$ cat config.mk
export PLATFORM = sky130hd
export DESIGN_NAME = airi5c_periph_bridge
export DESIGN_NICKNAME = d
export VERILOG_FILES = /design/src/rtl/airi5c_periph_bridge.sv
export SDC_FILE = /design/constraint.sdc
export NUM_CORES = 1
export LEC_CHECK = 0
export CORE_MARGIN = 2
export CORE_UTILIZATION = 38
export CTS_CLUSTER_DIAMETER = 120
export DETAILED_ROUTE_END_ITERATION = 8
export GPL_TIMING_DRIVEN = 1
export HOLD_SLACK_MARGIN = 0.05
export PLACE_DENSITY = 0.79
export SLEW_MARGIN = 20
export SYNTH_ARGS = -nofsm -noshare
export SYNTH_HDL_FRONTEND = slang
export SYNTH_SLANG_ARGS = --single-unit
export TNS_END_PERCENT = 50
$ cat constraint.sdc
create_clock -name clk_i -period 1.95 [get_ports clk_i]
set_clock_uncertainty 0.1 [all_clocks]
set_input_delay 0.39 -clock clk_i [delete_from_list [all_inputs] [get_ports clk_i]]
set_output_delay 0.39 -clock clk_i [all_outputs]
set_load 0.01 [all_outputs]
$ cat src/rtl/airi5c_periph_bridge.sv
// airi5c_periph_bridge
// HASTI (AHB-lite) slave bridge for one internal peripheral. Converts the
// pipelined address/data phases into a registered req/ack handshake and
// produces a two-cycle ERROR response for illegal accesses and for
// peripheral-reported errors. Every output is driven from a register.
//
// Optional feature: define AIRI5C_PERIPH_BRIDGE_TIMEOUT_EN to build an access
// watchdog that forces an ERROR response after TIMEOUT_CYCLES ACCESS cycles
// without p_ack. Without it, ACCESS waits for p_ack indefinitely.

`ifndef HASTI_RESP_WIDTH
`define HASTI_RESP_WIDTH 1
`endif
`ifndef HASTI_RESP_OKAY
`define HASTI_RESP_OKAY 1'b0
`endif
`ifndef HASTI_RESP_ERROR
`define HASTI_RESP_ERROR 1'b1
`endif

module airi5c_periph_bridge #(
  parameter int ADDR_WIDTH     = 8,
  parameter int TIMEOUT_CYCLES = 255
) (
  input  logic                         clk_i,
  input  logic                         rst_i,
  input  logic                         hsel,
  input  logic [31:0]                  haddr,
  input  logic                         hwrite,
  input  logic [2:0]                   hsize,
  input  logic [1:0]                   htrans,
  input  logic [31:0]                  hwdata,
  input  logic                         hready_in,
  output logic                         hready_out,
  output logic [`HASTI_RESP_WIDTH-1:0] hresp,
  output logic [31:0]                  hrdata,
  output logic                         p_req,
  output logic                         p_we,
  output logic [ADDR_WIDTH-1:0]        p_addr,
  output logic [3:0]                   p_be,
  output logic [31:0]                  p_wdata,
  input  logic                         p_ack,
  input  logic                         p_err,
  input  logic [31:0]                  p_rdata
);

  typedef enum logic [2:0] {
    S_IDLE   = 3'd0,
    S_ACCESS = 3'd1,
    S_RESP   = 3'd2,
    S_ERR1   = 3'd3,
    S_ERR2   = 3'd4
  } state_t;

  // Size/alignment legality: byte always, halfword on even, word on 4-aligned.
  function automatic logic f_legal(input logic [2:0] size, input logic [1:0] lsb);
    logic ok;
    case (size)
      3'd0:    ok = 1'b1;
      3'd1:    ok = ~lsb[0];
      3'd2:    ok = (lsb == 2'b00);
      default: ok = 1'b0;
    endcase
    return ok;
  endfunction

  // Byte lanes touched by a legal transfer of the given size and offset.
  function automatic logic [3:0] f_byte_en(input logic [2:0] size, input logic [1:0] lsb);
    logic [3:0] be;
    case (size)
      3'd0:    be = 4'b0001 << lsb;
      3'd1:    be = 4'b0011 << {lsb[1], 1'b0};
      3'd2:    be = 4'b1111;
      default: be = 4'b0000;
    endcase
    return be;
  endfunction

  state_t r_state;
  state_t w_next;

  logic                         r_hready;
  logic [`HASTI_RESP_WIDTH-1:0] r_hresp;
  logic [31:0]                  r_hrdata;
  logic                         r_p_req;
  logic                         r_p_we;
  logic [ADDR_WIDTH-1:0]        r_p_addr;
  logic [3:0]                   r_p_be;
  logic [31:0]                  r_p_wdata;

  logic w_accept;
  logic w_can_accept;
  logic w_legal;
  logic w_start;
  logic w_done_ok;
  logic w_done_err;
  logic w_timeout;
  logic w_unused;

  assign w_accept   = hsel & htrans[1] & hready_in;
  assign w_legal    = f_legal(hsize, haddr[1:0]);
  assign w_done_ok  = (r_state == S_ACCESS) & p_ack & ~p_err;
  assign w_done_err = (r_state == S_ACCESS) & p_ack & p_err;
  assign w_start    = w_can_accept & w_accept & w_legal;
  assign w_unused   = &{1'b0, haddr[31:ADDR_WIDTH], htrans[0]};

`ifdef AIRI5C_PERIPH_BRIDGE_TIMEOUT_EN
  localparam int TO_W = $clog2(TIMEOUT_CYCLES + 1);

  logic [TO_W-1:0] r_to_cnt;

  // Access watchdog: zero outside ACCESS, counts ACCESS cycles without ack.
  always_ff @(posedge clk_i) begin
    if (rst_i) begin
      r_to_cnt <= '0;
    end else if (r_state != S_ACCESS) begin
      r_to_cnt <= '0;
    end else if (!p_ack) begin
      r_to_cnt <= r_to_cnt + TO_W'(1);
    end else begin
      r_to_cnt <= r_to_cnt;
    end
  end

  // The last waiting cycle without ack expires the access; an ack wins.
  assign w_timeout = (r_state == S_ACCESS) & ~p_ack &
                     (r_to_cnt == TO_W'(TIMEOUT_CYCLES - 1));
`else
  assign w_timeout = 1'b0;
`endif

  // Next-state logic; new transfers are only taken while hready_out is high.
  always_comb begin
    w_next       = r_state;
    w_can_accept = 1'b0;
    case (r_state)
      S_IDLE: begin
        w_can_accept = 1'b1;
        w_next       = S_IDLE;
      end
      S_ACCESS: begin
        if (w_done_ok) begin
          w_next = S_RESP;
        end else if (w_done_err || w_timeout) begin
          w_next = S_ERR1;
        end else begin
          w_next = S_ACCESS;
        end
      end
      S_RESP, S_ERR2: begin
        w_can_accept = 1'b1;
        w_next       = S_IDLE;
      end
      S_ERR1: begin
        w_next = S_ERR2;
      end
      default: begin
        w_next = S_IDLE;
      end
    endcase
    if (w_can_accept && w_accept) begin
      w_next = w_legal ? S_ACCESS : S_ERR1;
    end else begin
      w_next = w_next;
    end
  end

  // State register plus all registered bus and peripheral outputs.
  always_ff @(posedge clk_i) begin
    if (rst_i) begin
      r_state   <= S_IDLE;
      r_hready  <= 1'b1;
      r_hresp   <= `HASTI_RESP_OKAY;
      r_hrdata  <= 32'h0000_0000;
      r_p_req   <= 1'b0;
      r_p_we    <= 1'b0;
      r_p_addr  <= '0;
      r_p_be    <= 4'b0000;
      r_p_wdata <= 32'h0000_0000;
    end else begin
      r_state  <= w_next;
      r_hready <= (w_next == S_IDLE) | (w_next == S_RESP) | (w_next == S_ERR2);
      r_hresp  <= ((w_next == S_ERR1) | (w_next == S_ERR2)) ? `HASTI_RESP_ERROR
                                                           : `HASTI_RESP_OKAY;
      if (w_start) begin
        r_p_req  <= 1'b1;
        r_p_we   <= hwrite;
        r_p_addr <= haddr[ADDR_WIDTH-1:0];
        r_p_be   <= f_byte_en(hsize, haddr[1:0]);
      end else if ((r_state == S_ACCESS) && (w_next != S_ACCESS)) begin
        r_p_req <= 1'b0;
      end else begin
        r_p_req <= r_p_req;
      end
      // hwdata is held for the whole data phase, so refresh on every ACCESS edge.
      if (r_state == S_ACCESS) begin
        r_p_wdata <= hwdata;
      end else begin
        r_p_wdata <= r_p_wdata;
      end
      if (w_done_ok) begin
        r_hrdata <= r_p_we ? 32'h0000_0000 : p_rdata;
      end else begin
        r_hrdata <= r_hrdata;
      end
    end
  end

  assign hready_out = r_hready;
  assign hresp      = r_hresp;
  assign hrdata     = r_hrdata;
  assign p_req      = r_p_req;
  assign p_we       = r_p_we;
  assign p_addr     = r_p_addr;
  assign p_be       = r_p_be;
  assign p_wdata    = r_p_wdata;

endmodule

==> impl_metrics.tcl <==
set metrics [dict create \
    status "finished clean" \
    cts_resized 0 \
    synth_edf_count 0 \
    cts_setup_buffers 0 \
    rows 33 \
    clk_path_buf_depth 2 \
    track_usage 0.1865 \
    synth.most_common_cell "nand2_1" \
    timing.hold.ws_ns 0.3211 \
    synth_top_area_cell "dfxtp_1" \
    power_uw 3448 \
    post-route-period-util 0.9469 \
    path_cells "or3b_1 -> or3_1 -> buf_12 -> nand2_1 -> a21oi_1" \
    area_delta_synth_final_pct 61.36 \
    ioPinCount 188 \
    grt_pass1_wl_um 13460 \
    start_util 0.3909 \
    ys_ff_latch 83 \
    pwr-share-comb 0.120 \
    critPathMaxFanout 32 \
    via_count 3074 \
    grt_start_max_net_pins 53 \
    post_drt_wl_per_cell_um 13.59 \
    gp_congestion 0.7467 \
    cp.required_ns 2.05 \
    tightestPinTransition_ns 0.5113 \
    drive_above_1_share 0.06654 \
    critPathBufInv 1 \
    cpLargestDelayFamily "simple AND/OR/NAND/NOR gates" \
    htreeDepth 3 \
    io_buffers 162 \
    swShare 0.2232 \
    ys_warn_count 0 \
    finalMaxSlewViolations 0 \
    pwr-share-seq 0.507 \
    diodes 0 \
    syn_area_per_cell_um2 8.519 \
    powerDensity_nw_per_um2 665.4 \
    clock_latency_ns 0.33 \
    end_kind "register" \
    syn_nets 485 \
    drt_pass1_iterations 4 \
    synthFlopType "dfxtp_1" \
    die_w_um 95.94 \
    gr-total-overflow 0 \
    via_per_inst 4.759 \
    seq_area_frac_synth 0.5173 \
    slew_headroom 0.6592 \
    yosysUniqueCellTypes 25 \
    drt_iter0_drc 59 \
    fin_crit_ns 1.846 \
    maxCapViolCount 0 \
    postRouteAntennaNets 0 \
    vdd_drop_max_uv 379.4 \
    die_h_um 95.94 \
    grt_pass1_vias 2922 \
    fill_cells 700 \
    cp-start-kind "register" \
    dp.cells 630 \
    drcViolationCount 0 \
    fin_ws_ns 0.1036 \
    crit_path_max_incr_delay_ns 0.48 \
    setup_viol 0 \
    hold_violations 0 \
    grt_antenna_before_repair 0 \
    die_area_um2 9204 \
    rsz0062_at_grt "no" \
    dp_hpwl_um 6404 \
    cp_slowest_cell "or3b_1" \
    syn_area_um2 3212 \
    netlist_top_cells_count "99 x nand2_1, 83 x dfxtp_1, 69 x a21oi_1" \
    yosysTopAreaCellShare 0.5173 \
    numClockSinks 83 \
    synthArstFlopShare 0 \
    fmax_mhz 541.6 \
    cts_tree "done" \
    netlist_top_cells_area "dfxtp_1 52%, nand2_1 12%, a21oi_1 11%" \
    fin_nets 644 \
    path_clk_slew_ns 0.08 \
    hold_buffers 0 \
    core-area_um2 8217 \
    place_ws_ns -0.02524 \
    power_switching_uw 769.5 \
    worstSetupPathType "register to register" \
    numCtsBuffers 9 \
    cts_root_buf "clkbuf_8" \
    p_leak_uw 0.001777 \
    worstHoldPathType "input pin to register" \
    power.share.clock 0.374 \
    post-route-util 0.6307 \
    drt-total-wl_um 8780 \
    synthCells 377 \
    critPathArrivalTime_ns 1.94 \
    p_int_uw 2679 \
    final_cells 646 \
]
-- cell families (layout without fill, tap and decap cells) --
logic type,after synthesis,count (layout),share of synthesized area
buffers and inverters,32,196,0.04675
AND/OR/NAND/NOR,168,168,0.2645
multiplexers,13,13,0.04051
flip-flops,83,83,0.5173
AO/OA/AOI/OAI,81,81,0.1309
-- sequential cells by signal, summed over array words and instances, names as in the netlist --
signal / flops
p_be: 4
p_addr: 8
hrdata: 32
p_req: 1
p_we: 1
hready_out: 1
p_wdata: 32
hresp: 1
r_state: 3
-- worst min-delay path, delay by kind of cell --
family                 cells  cell delay, ns
buffers and inverters      1            0.11
multiplexers               1            0.06
AO/OA/AOI/OAI              2            0.15
-- power groups by stage --
stage          Clock (uW)  Combinational, uW  Sequential, uW
6_report             1290                413            1750
5_1_grt              1400                449            1750
4_1_cts              1330                417            1750
3_5_place_dp            0                414            1790
3_3_place_gp            0                409            1780
2_1_floorplan           0                118            1800
-- stage by stage --
| stage | cell area [um^2] | setup TNS [ns] |
|---|---|---|
| final | 5182 | 0 |
| after global routing | 5182 | 0 |
| after CTS | 5182 | 0 |
| after detailed placement | 4970 | -0.08406 |
| after global placement | 4970 | 0 |
| after floorplan | 3212 | 0 |
-- placed cells by master (no fill, tap or decap), types with 2 or more instances in the layout --
cell type / n
clkdlybuf4s50_1: 161
buf_12: 2
buf_4: 13
mux2i_1: 13
nor3_1: 3
or3_1: 2
dfxtp_1: 83
nand3b_1: 32
nand2b_1: 22
clkbuf_8: 12
nor2b_1: 2
o21ai_0: 5
a21oi_1: 69
inv_1: 2
clkinv_2: 2
a211oi_1: 2
nand2_1: 99
nor2_1: 3
a31oi_1: 2
-- per-layer routing --
| metal | share of wire | track usage | vias up |
|---|---|---|---|
| li1 | - | - | 1572 |
| met1 | 0.42 | 0.2143 | 1376 |
| met2 | 0.46 | 0.3153 | 120 |
| met3 | 0.10 | 0.08771 | 6 |
| met4 | 0.0079 | 0.04286 | 0 |
| met5 | 0 | 0 | - |
-- cell type report --
class	count	area, um^2	area share
Inverter	3	11.26	0.002173
Clock inverter	4	47.55	0.009174
Clock buffer	12	165.2	0.03187
Sequential cell	83	1662	0.3206
Multi-Input combinational cell	262	1411	0.2723
Tap cell	105	131.4	0.02535
Timing Repair Buffer	177	1754	0.3385
-- worst paths after layout --
path,from,endpoint,slack [ns],depth (start not counted)
max,r_state[0],hrdata[15],0.10,5
min,rst_i,p_be[0],0.32,4
max reg2reg,r_state[0],hrdata[15],0.10,5
min reg2reg,hrdata[0],hrdata[0],0.35,2
No activity file was read; power rests on OpenSTA's default activity.
